### config.mk
export PLATFORM = sky130hd
export DESIGN_NAME = fp_addsub_arbiter
export DESIGN_NICKNAME = d
export VERILOG_FILES = /design/src/rtl/fp_addsub_arbiter.sv
export SDC_FILE = /design/constraint.sdc
export NUM_CORES = 1
export LEC_CHECK = 0
export BUFFER_PORTS_ARGS = -buffer_cell sky130_fd_sc_hd__buf_4
export CAP_MARGIN = 20
export CORE_AREA = 3 3 89 155
export DETAILED_ROUTE_END_ITERATION = 6
export DIE_AREA = 0 0 92 158
export GPL_ROUTABILITY_DRIVEN = 1
export PLACE_DENSITY_LB_ADDON = 0.25
export RECOVER_POWER = 50
export SLEW_MARGIN = 20
export SYNTH_ARGS = -nofsm -noshare
export SYNTH_HDL_FRONTEND = slang
export SYNTH_SLANG_ARGS = --single-unit
### constraint.sdc
create_clock -name clk -period 2.4 [get_ports clk]
set_clock_uncertainty 0.1 [all_clocks]
set_input_delay 0.48 -clock clk [delete_from_list [all_inputs] [get_ports clk]]
set_output_delay 0.48 -clock clk [all_outputs]
set_load 0.05 [all_outputs]
### src/rtl/fp_addsub_arbiter.sv
// rtl/fp_addsub_arbiter.sv - two-requester round-robin front end for a shared fp add/sub datapath
//
// Purpose:
//   Lets two requesters share one combinational single-precision add/sub
//   datapath. A round-robin grant picks one operation, latches its operands
//   and op select onto the datapath and holds them for SETTLE_CYCLES
//   cycles. It then samples the result and the under/overflow flag into a
//   response buffer, which holds its contents until the consumer takes them.
//
// Ports:
//   clk, rst_n                      clock, asynchronous active-low reset
//   reqN_valid / reqN_ready         per-requester handshake (N = 0, 1)
//   reqN_op, reqN_a, reqN_b         operation (0 add, 1 a - b) and operands
//   dp_para1, dp_para2, dp_op       registered operands/select to datapath
//   dp_out, dp_under_overflow       combinational datapath result and flag
//   rsp_valid / rsp_ready           response handshake
//   rsp_data, rsp_flag, rsp_id      captured result, flag, issuing requester
//   busy                            operation in flight or response pending

module fp_addsub_arbiter #(
  parameter int unsigned SETTLE_CYCLES = 2
) (
  input  logic        clk,
  input  logic        rst_n,
  input  logic        req0_valid,
  output logic        req0_ready,
  input  logic        req0_op,
  input  logic [31:0] req0_a,
  input  logic [31:0] req0_b,
  input  logic        req1_valid,
  output logic        req1_ready,
  input  logic        req1_op,
  input  logic [31:0] req1_a,
  input  logic [31:0] req1_b,
  output logic [31:0] dp_para1,
  output logic [31:0] dp_para2,
  output logic        dp_op,
  input  logic [31:0] dp_out,
  input  logic        dp_under_overflow,
  output logic        rsp_valid,
  input  logic        rsp_ready,
  output logic [31:0] rsp_data,
  output logic        rsp_flag,
  output logic        rsp_id,
  output logic        busy
);

  typedef enum logic [1:0] {
    IDLE = 2'd0,
    EXEC = 2'd1,
    RESP = 2'd2
  } state_t;

  localparam logic [3:0] CNT_LOAD = 4'(SETTLE_CYCLES - 1);

  state_t      state_q;
  state_t      state_d;
  logic        ptr_q;      // 0: requester 0 wins a tie, 1: requester 1 wins
  logic [3:0]  cnt_q;
  logic        grant_any;
  logic        grant_id;
  logic        sample;
  logic        rsp_done;

  // Grant is only offered in IDLE. Gating with rst_n keeps both readies low
  // while reset is held, so no output is nonzero during reset.
  always_comb begin
    grant_any = 1'b0;
    grant_id  = 1'b0;
    if (rst_n && (state_q == IDLE) && (req0_valid || req1_valid)) begin
      grant_any = 1'b1;
      grant_id  = (req0_valid && req1_valid) ? ptr_q : req1_valid;
    end
  end

  assign req0_ready = grant_any && !grant_id;
  assign req1_ready = grant_any && grant_id;

  // A granted requester is valid by construction, so a grant is an accept.
  assign sample   = (state_q == EXEC) && (cnt_q == 4'd0);
  assign rsp_done = (state_q == RESP) && rsp_ready;

  always_comb begin
    state_d = state_q;
    case (state_q)
      IDLE:    if (grant_any) state_d = EXEC;
      EXEC:    if (sample)    state_d = RESP;
      RESP:    if (rsp_ready) state_d = IDLE;
      default: state_d = IDLE;
    endcase
  end

  always_ff @(posedge clk or negedge rst_n) begin
    if (!rst_n) begin
      state_q <= IDLE;
    end else begin
      state_q <= state_d;
    end
  end

  // Arbitration pointer and settle counter.
  always_ff @(posedge clk or negedge rst_n) begin
    if (!rst_n) begin
      ptr_q <= 1'b0;
      cnt_q <= 4'd0;
    end else if (grant_any) begin
      ptr_q <= !grant_id;
      cnt_q <= CNT_LOAD;
    end else if ((state_q == EXEC) && (cnt_q != 4'd0)) begin
      cnt_q <= cnt_q - 4'd1;
    end
  end

  // Datapath operand registers: loaded on accept only, so they stay frozen
  // through EXEC and keep the last operation afterwards.
  always_ff @(posedge clk or negedge rst_n) begin
    if (!rst_n) begin
      dp_para1 <= 32'd0;
      dp_para2 <= 32'd0;
      dp_op    <= 1'b0;
      rsp_id   <= 1'b0;
    end else if (grant_any) begin
      dp_para1 <= grant_id ? req1_a  : req0_a;
      dp_para2 <= grant_id ? req1_b  : req0_b;
      dp_op    <= grant_id ? req1_op : req0_op;
      rsp_id   <= grant_id;
    end
  end

  // Response buffer: data and flag are only written at the end of EXEC,
  // so they hold under backpressure and after the handshake.
  always_ff @(posedge clk or negedge rst_n) begin
    if (!rst_n) begin
      rsp_valid <= 1'b0;
      rsp_data  <= 32'd0;
      rsp_flag  <= 1'b0;
    end else if (sample) begin
      rsp_valid <= 1'b1;
      rsp_data  <= dp_out;
      rsp_flag  <= dp_under_overflow;
    end else if (rsp_done) begin
      rsp_valid <= 1'b0;
    end
  end

  assign busy = (state_q != IDLE);

endmodule

# Word level (Yosys, flattened, before mapping)
# Index checks and enable logic that the tools add are counted.
op_classes:
  addsub: 1
  mul: 0
  div: 0
  n_lt_le_gt_ge: 0
  n_eq_ne: 5
  n_shift: 0
  n_mux: 14
  n_bitwise: 0
  reduce_logical: 17
op_table:
  columns: ["operator", "count"]
  rows:
  - ["$mux 32", 2]
  - ["$logic_and 1x1->1", 8]
  - ["$mux 4", 2]
  - ["$mux 1", 6]
  - ["$mux 2", 3]
  - ["$ne 2x2->1 const B", 3]
  - ["$pmux 2 s3", 1]
  - ["$reduce_bool 2->1", 3]
  - ["$logic_not 4->1", 1]
  - ["$reduce_bool 4->1", 1]
  - ["$sub 4x1->4 const B", 1]
  - ["$reduce_and 3->1", 1]
  - ["$eq 2x1->1 const B", 1]
  - ["$eq 2x2->1 const B", 1]
  - ["$logic_not 2->1", 1]
  - ["$logic_not 1->1", 1]
  - ["$logic_or 1x1->1", 1]
totals:
  reg_bits: 107
  latchBits: 0
  mem_bits_rw: 0
  rom_bits: 0
  out_inout_bits: 103
  word_cells: 47
  memories: 0

# Depth between registers and ports, before layout
logic_depth:
  word_depth: 6
  ltp_mapped: 7
  ltp_nobuf: 5

# Least setup slack after synthesis
# OpenSTA, ideal clock, no wires.
synth_path:
  kind: "input-to-output"
  startpoint: "in rst_n"
  endpoint: "out req1_ready"
  arrival_ns: 1.897
  t_required_ns: 1.820
  slack_ns: -0.077
  stages: 5
  path_buffers: 3
  path_cell_list: "or3b_1 > buf_2 > buf_6 > buf_6 > nor3b_2"
synth_via:
  elab_chain_cells: 4
  elab_cells_between_ends: 5
  cone_classes: "mux: 2; reduce/logical: 3"
synth_rtl:
  columns: ["item", "line", "text"]
  rows:
  - ["from (decl)", "24", "input logic rst_n,"]
  - ["$logic_and 1x1->1 * (2 in a row)", "70", "if (rst_n && (state_q == IDLE) && (req0_valid || req1_valid)) begin"]
  - ["$mux 1", "70", null]
  - ["$logic_and 1x1->1 *", "77", "assign req1_ready = grant_any && grant_id;"]
  - ["to (decl)", "31", "output logic req1_ready,"]
# Mark *: on every way between the ends. The rest lies on a longest branch, timed or not.

# Worst setup path in the final report
layout_path:
  startpoint: "reg state_q[0]"
  endpoint: "out req1_ready"
layout_via:
  elab_chain_cells: 5
  elab_cells_between_ends: 6
  cone_classes: "mux: 2; reduce/logical: 4"
layout_rtl:
  columns: ["item", "line", "text"]
  rows:
  - ["from (decl)", "56", "state_t state_q;"]
  - ["from (signal assigned)", "97", "state_q <= state_d;"]
  - ["$logic_not 2->1 *", "70", null]
  - ["$logic_and 1x1->1 * (2 in a row)", "70", null]
  - ["$mux 1", "70", null]
  - ["$logic_and 1x1->1 *", "77", null]
# Marked as above.

==> results.txt <==
- Post-route cell area: 7250 um2
* CTS tree: yes
- Hold buffer count at CTS: 0
* Bufs on Longest Clock Path: 2
* Number of cells on the worst reg-to-reg path: 6
- PostCTS Resize Cnt: 0
- Worst ir drop on vdd: around 1200 uV
- Avg Inst Size Synth: 11.9 um2
- Cells along the critical path: or3b_4 > nor3b_4 > buf_4
- Derived from the worst setup path, the maximum achievable clock frequency is 455 MHz.
- Sinks on Clock Net: approximately 110
* Number of endpoints with negative hold slack in the final report: 0
- The netlist uses 28 different library cells.
- Detailed placement ended at an HPWL of 11.8 mm.
* Global-route wire length before repair: ~24 mm
* Reported max-cap violation count: 1
- Area Overhead vs Synth: 44.7%
- Num CTS Buffers: 9
- Fraction of the core area covered by cells at the end of the flow: a little under 60%
* Power per cell area: between 1500 and 2000 nW/um2
- Data on the critical path is required at its endpoint by 1820 ps.
* Crit path capture type: primary output
- Average wire length per cell after detail routing: 18.8 um
- Once detail routing completed, the nets flagged for antenna violations numbered 0.
- Number of warnings printed during yosys synthesis: 0
- STA classifies the critical path startpoint as a register.
* Total power consumption of the routed design: 0.0112 W
- Sum Neg Setup Slack: 0 ps
- Number of top-level design ports: 271
* DR DRC count: 0
- Syn Inst Count: between 400 and 500
- Subtracting the final worst setup slack from the clock period gives 2200 ps.
- Along the worst path, the maximum fanout reaches 6.
* DIE AREA: 14500 um2
- In this run the tightest slew margin relative to its limit is -0.920%.
* Maximum number of pins on one net before global-route repair: 62
- Top cell type by total area after synthesis: sky130_fd_sc_hd__dfrtp_1
- The flow ran to the end, but the final reports show violations.
- After the last flow step, the layout net total stands at 843.
- Clock-pin slew was measured on the worst setup and hold paths at 70 ps.
- Port buffering added 270 buffers.
- Seq/Total Area, Yosys: 53.5%
- Fill cell instance count of the final layout: 1143
* TritonRoute pass-1 iters: 4
- The synthesized design devotes to its leading area cell type 53.5% of total area.
* Via Count: 4494
- The slowest stage of the critical path is the sky130_fd_sc_hd__or3b_4 cell.
* Family with the most delay on the worst path: simple AND/OR/NAND/NOR gates
- Max-slew violation count: 62
* Register-to-register setup slack: roughly 360 ps
- The cell area that synthesis handed to floorplanning was 5010 um2.
* Global-route congestion overflow total: 0
- Setup violations remaining at the end of the flow were counted as 0.
* Ratio of final minimum period to clock period: between 90% and 100%
- In the layout the commonest cells are 227 x sky130_fd_sc_hd__buf_4, 107 x sky130_fd_sc_hd__dfrtp_1, 67 x sky130_fd_sc_hd__nand2_1.
* Number of antenna violations at the first check in global routing: 0
- Vias per cell: between 5 and 6
- First-iteration detailed-routing DRC count: 132
* Vias in the first global route: 4711
* Most frequent standard cell in the layout excluding fill and tap cells: sky130_fd_sc_hd__buf_4
- Kind of critical path: reg2out
* Initial standard-cell utilization of the core: 39.8%
- #FFs+latches synth: 107
- Max H-tree Level: 3
- Clk_lat worst skew: ~330 ps
- Violated checks: capacitance limit, slew limit
- The worst hold path was traced through 2 stages.
- Floorplan die height: between 150 and 200 um
* Unrepaired setup endpoints after global routing: false
- Last weighted congestion value of the routability-driven placer: 0.907
- Total Wirelength: 15.9 mm
- Num rows: 54
- Endpoint arrival time on the critical path: 1620 ps
* WP buf/inv: 1
- Global routing used 21.2% of the available tracks across all layers.
* Slew at the pin with the worst max-slew slack: 1510 ps
* Fraction of layout cells with a size suffix above 1: 46.6%
* Placed Area: 7160 um2
* Post-CTS Repair Setup Buffers: 0
- Post-Synthesis Net Count: ~600
- In this design, the stage delay of the slowest critical-path cell is 440 ps.
* Top cells by area, synth: sky130_fd_sc_hd__dfrtp_1 53%, sky130_fd_sc_hd__a221o_1 13%, sky130_fd_sc_hd__mux2_4 8.4%
- Kind of path behind the tightest hold check: in2reg
- The total area inside the core boundary comes to 12600 um2.
- Number of gates on the worst path with buffers counted: 3
- The analysis attributes to cell leakage a power of roughly 3.5 nW.
- Root Buffer: sky130_fd_sc_hd__clkbuf_16
* DIE WIDTH: 92 um
* ANT cells: 0
where the power goes:
| part | internal [W] | switching (W) |
|---|---|---|
| Clock | 0.000719 | 0.000688 |
| Combinational | 0.00210 | 0.00448 |
| Sequential | 0.00269 | 0.000555 |
| Total | 0.00550 | 0.00572 |
stage by stage:
| stage | instances | setup slack (ps) | hold WS, ps |
|---|---|---|---|
| after floorplan | 420 | 109 | 84.4 |
| after global placement | 830 | 420 | 390 |
| after detailed placement | 830 | 357 | 396 |
| after CTS | 846 | 177 | 162 |
| after global routing | 846 | 140 | 234 |
| final | 846 | 200 | 243 |
final timing paths:
path	startpoint	to
max	state_q[0]	req1_ready
min	rsp_ready	state_q[1]
max reg2reg	cnt_q[0]	rsp_data[15]
min reg2reg	rsp_data[1]	rsp_data[1]
max in group asynchronous	rst_n	dp_para1[3]
min in group asynchronous	rst_n	rsp_valid
sequential cells by signal (all words and copies together) (netlist names):
signal and flops:
dp_para2 32, rsp_id 1, dp_op 1, rsp_valid 1, rsp_data 32, state_q 2, dp_para1 32, ptr_q 1
rsp_flag 1, cnt_q 4
cell usage after synthesis:
library cell                 n
sky130_fd_sc_hd__dfrtp_1   107
sky130_fd_sc_hd__nand2_1    67
sky130_fd_sc_hd__a221o_1    65
sky130_fd_sc_hd__nor3_1     39
sky130_fd_sc_hd__mux2_4     28
sky130_fd_sc_hd__nor3_2     28
sky130_fd_sc_hd__clkbuf_1   18
sky130_fd_sc_hd__buf_2      15
sky130_fd_sc_hd__buf_6       8
sky130_fd_sc_hd__inv_1       6
sky130_fd_sc_hd__o21ai_0     6
sky130_fd_sc_hd__a21oi_1     5
sky130_fd_sc_hd__mux2_2      5
sky130_fd_sc_hd__nor2_1      3
sky130_fd_sc_hd__nor2b_1     3
sky130_fd_sc_hd__and3_1      2
sky130_fd_sc_hd__ha_1        2
sky130_fd_sc_hd__nand2b_1    2
sky130_fd_sc_hd__nor3b_1     2
sky130_fd_sc_hd__a311oi_1    1
sky130_fd_sc_hd__nand2_2     1
sky130_fd_sc_hd__nor3b_2     1
sky130_fd_sc_hd__nor4_1      1
sky130_fd_sc_hd__o21ai_1     1
sky130_fd_sc_hd__or2_2       1
sky130_fd_sc_hd__or3b_1      1
sky130_fd_sc_hd__or3b_2      1
sky130_fd_sc_hd__or4_1       1
cell type report:
type | count | area (um2) | area share [%]
Inverter | 6 | 22.5 | 0.311
Timing Repair Buffer | 283 | 1950 | 26.9
Clock buffer | 9 | 225 | 3.11
Multi-Input combinational cell | 266 | 2100 | 29.0
Sequential cell | 107 | 2680 | 37.0
Tap cell | 168 | 210 | 2.90
Clock inverter | 7 | 57.6 | 0.794
worst register-to-register path, delay by kind of cell, from the launching register on:
kind                     cells  cell delay, ps
AND/OR/NAND/NOR              2             450
buffers and inverters        2             410
flip-flops                   1             400
multiplexers                 1             400
adder cells (fa/ha/maj)      1             180
kinds of logic (layout without fill, tap and decap cells):
kind of cell,after synthesis,in the layout,share of synthesized area [%]
simple gates,153,153,17.0
mux,33,33,9.52
flops,107,107,53.5
compound gates,78,78,14.4
fa+ha+maj,2,2,0.500
buf+inv,47,305,5.10
layer usage:
layer | global-route usage, % | share of wire [%] | vias to the layer above
met5 | 0 | 0 | -
met2 | 37.0 | 53 | 207
met4 | 11.2 | 4.7 | 0
li1 | - | - | 2053
met3 | 4.09 | 6.6 | 44
met1 | 24.7 | 36 | 2190
Note: power is estimated with default switching activity, not from simulation.
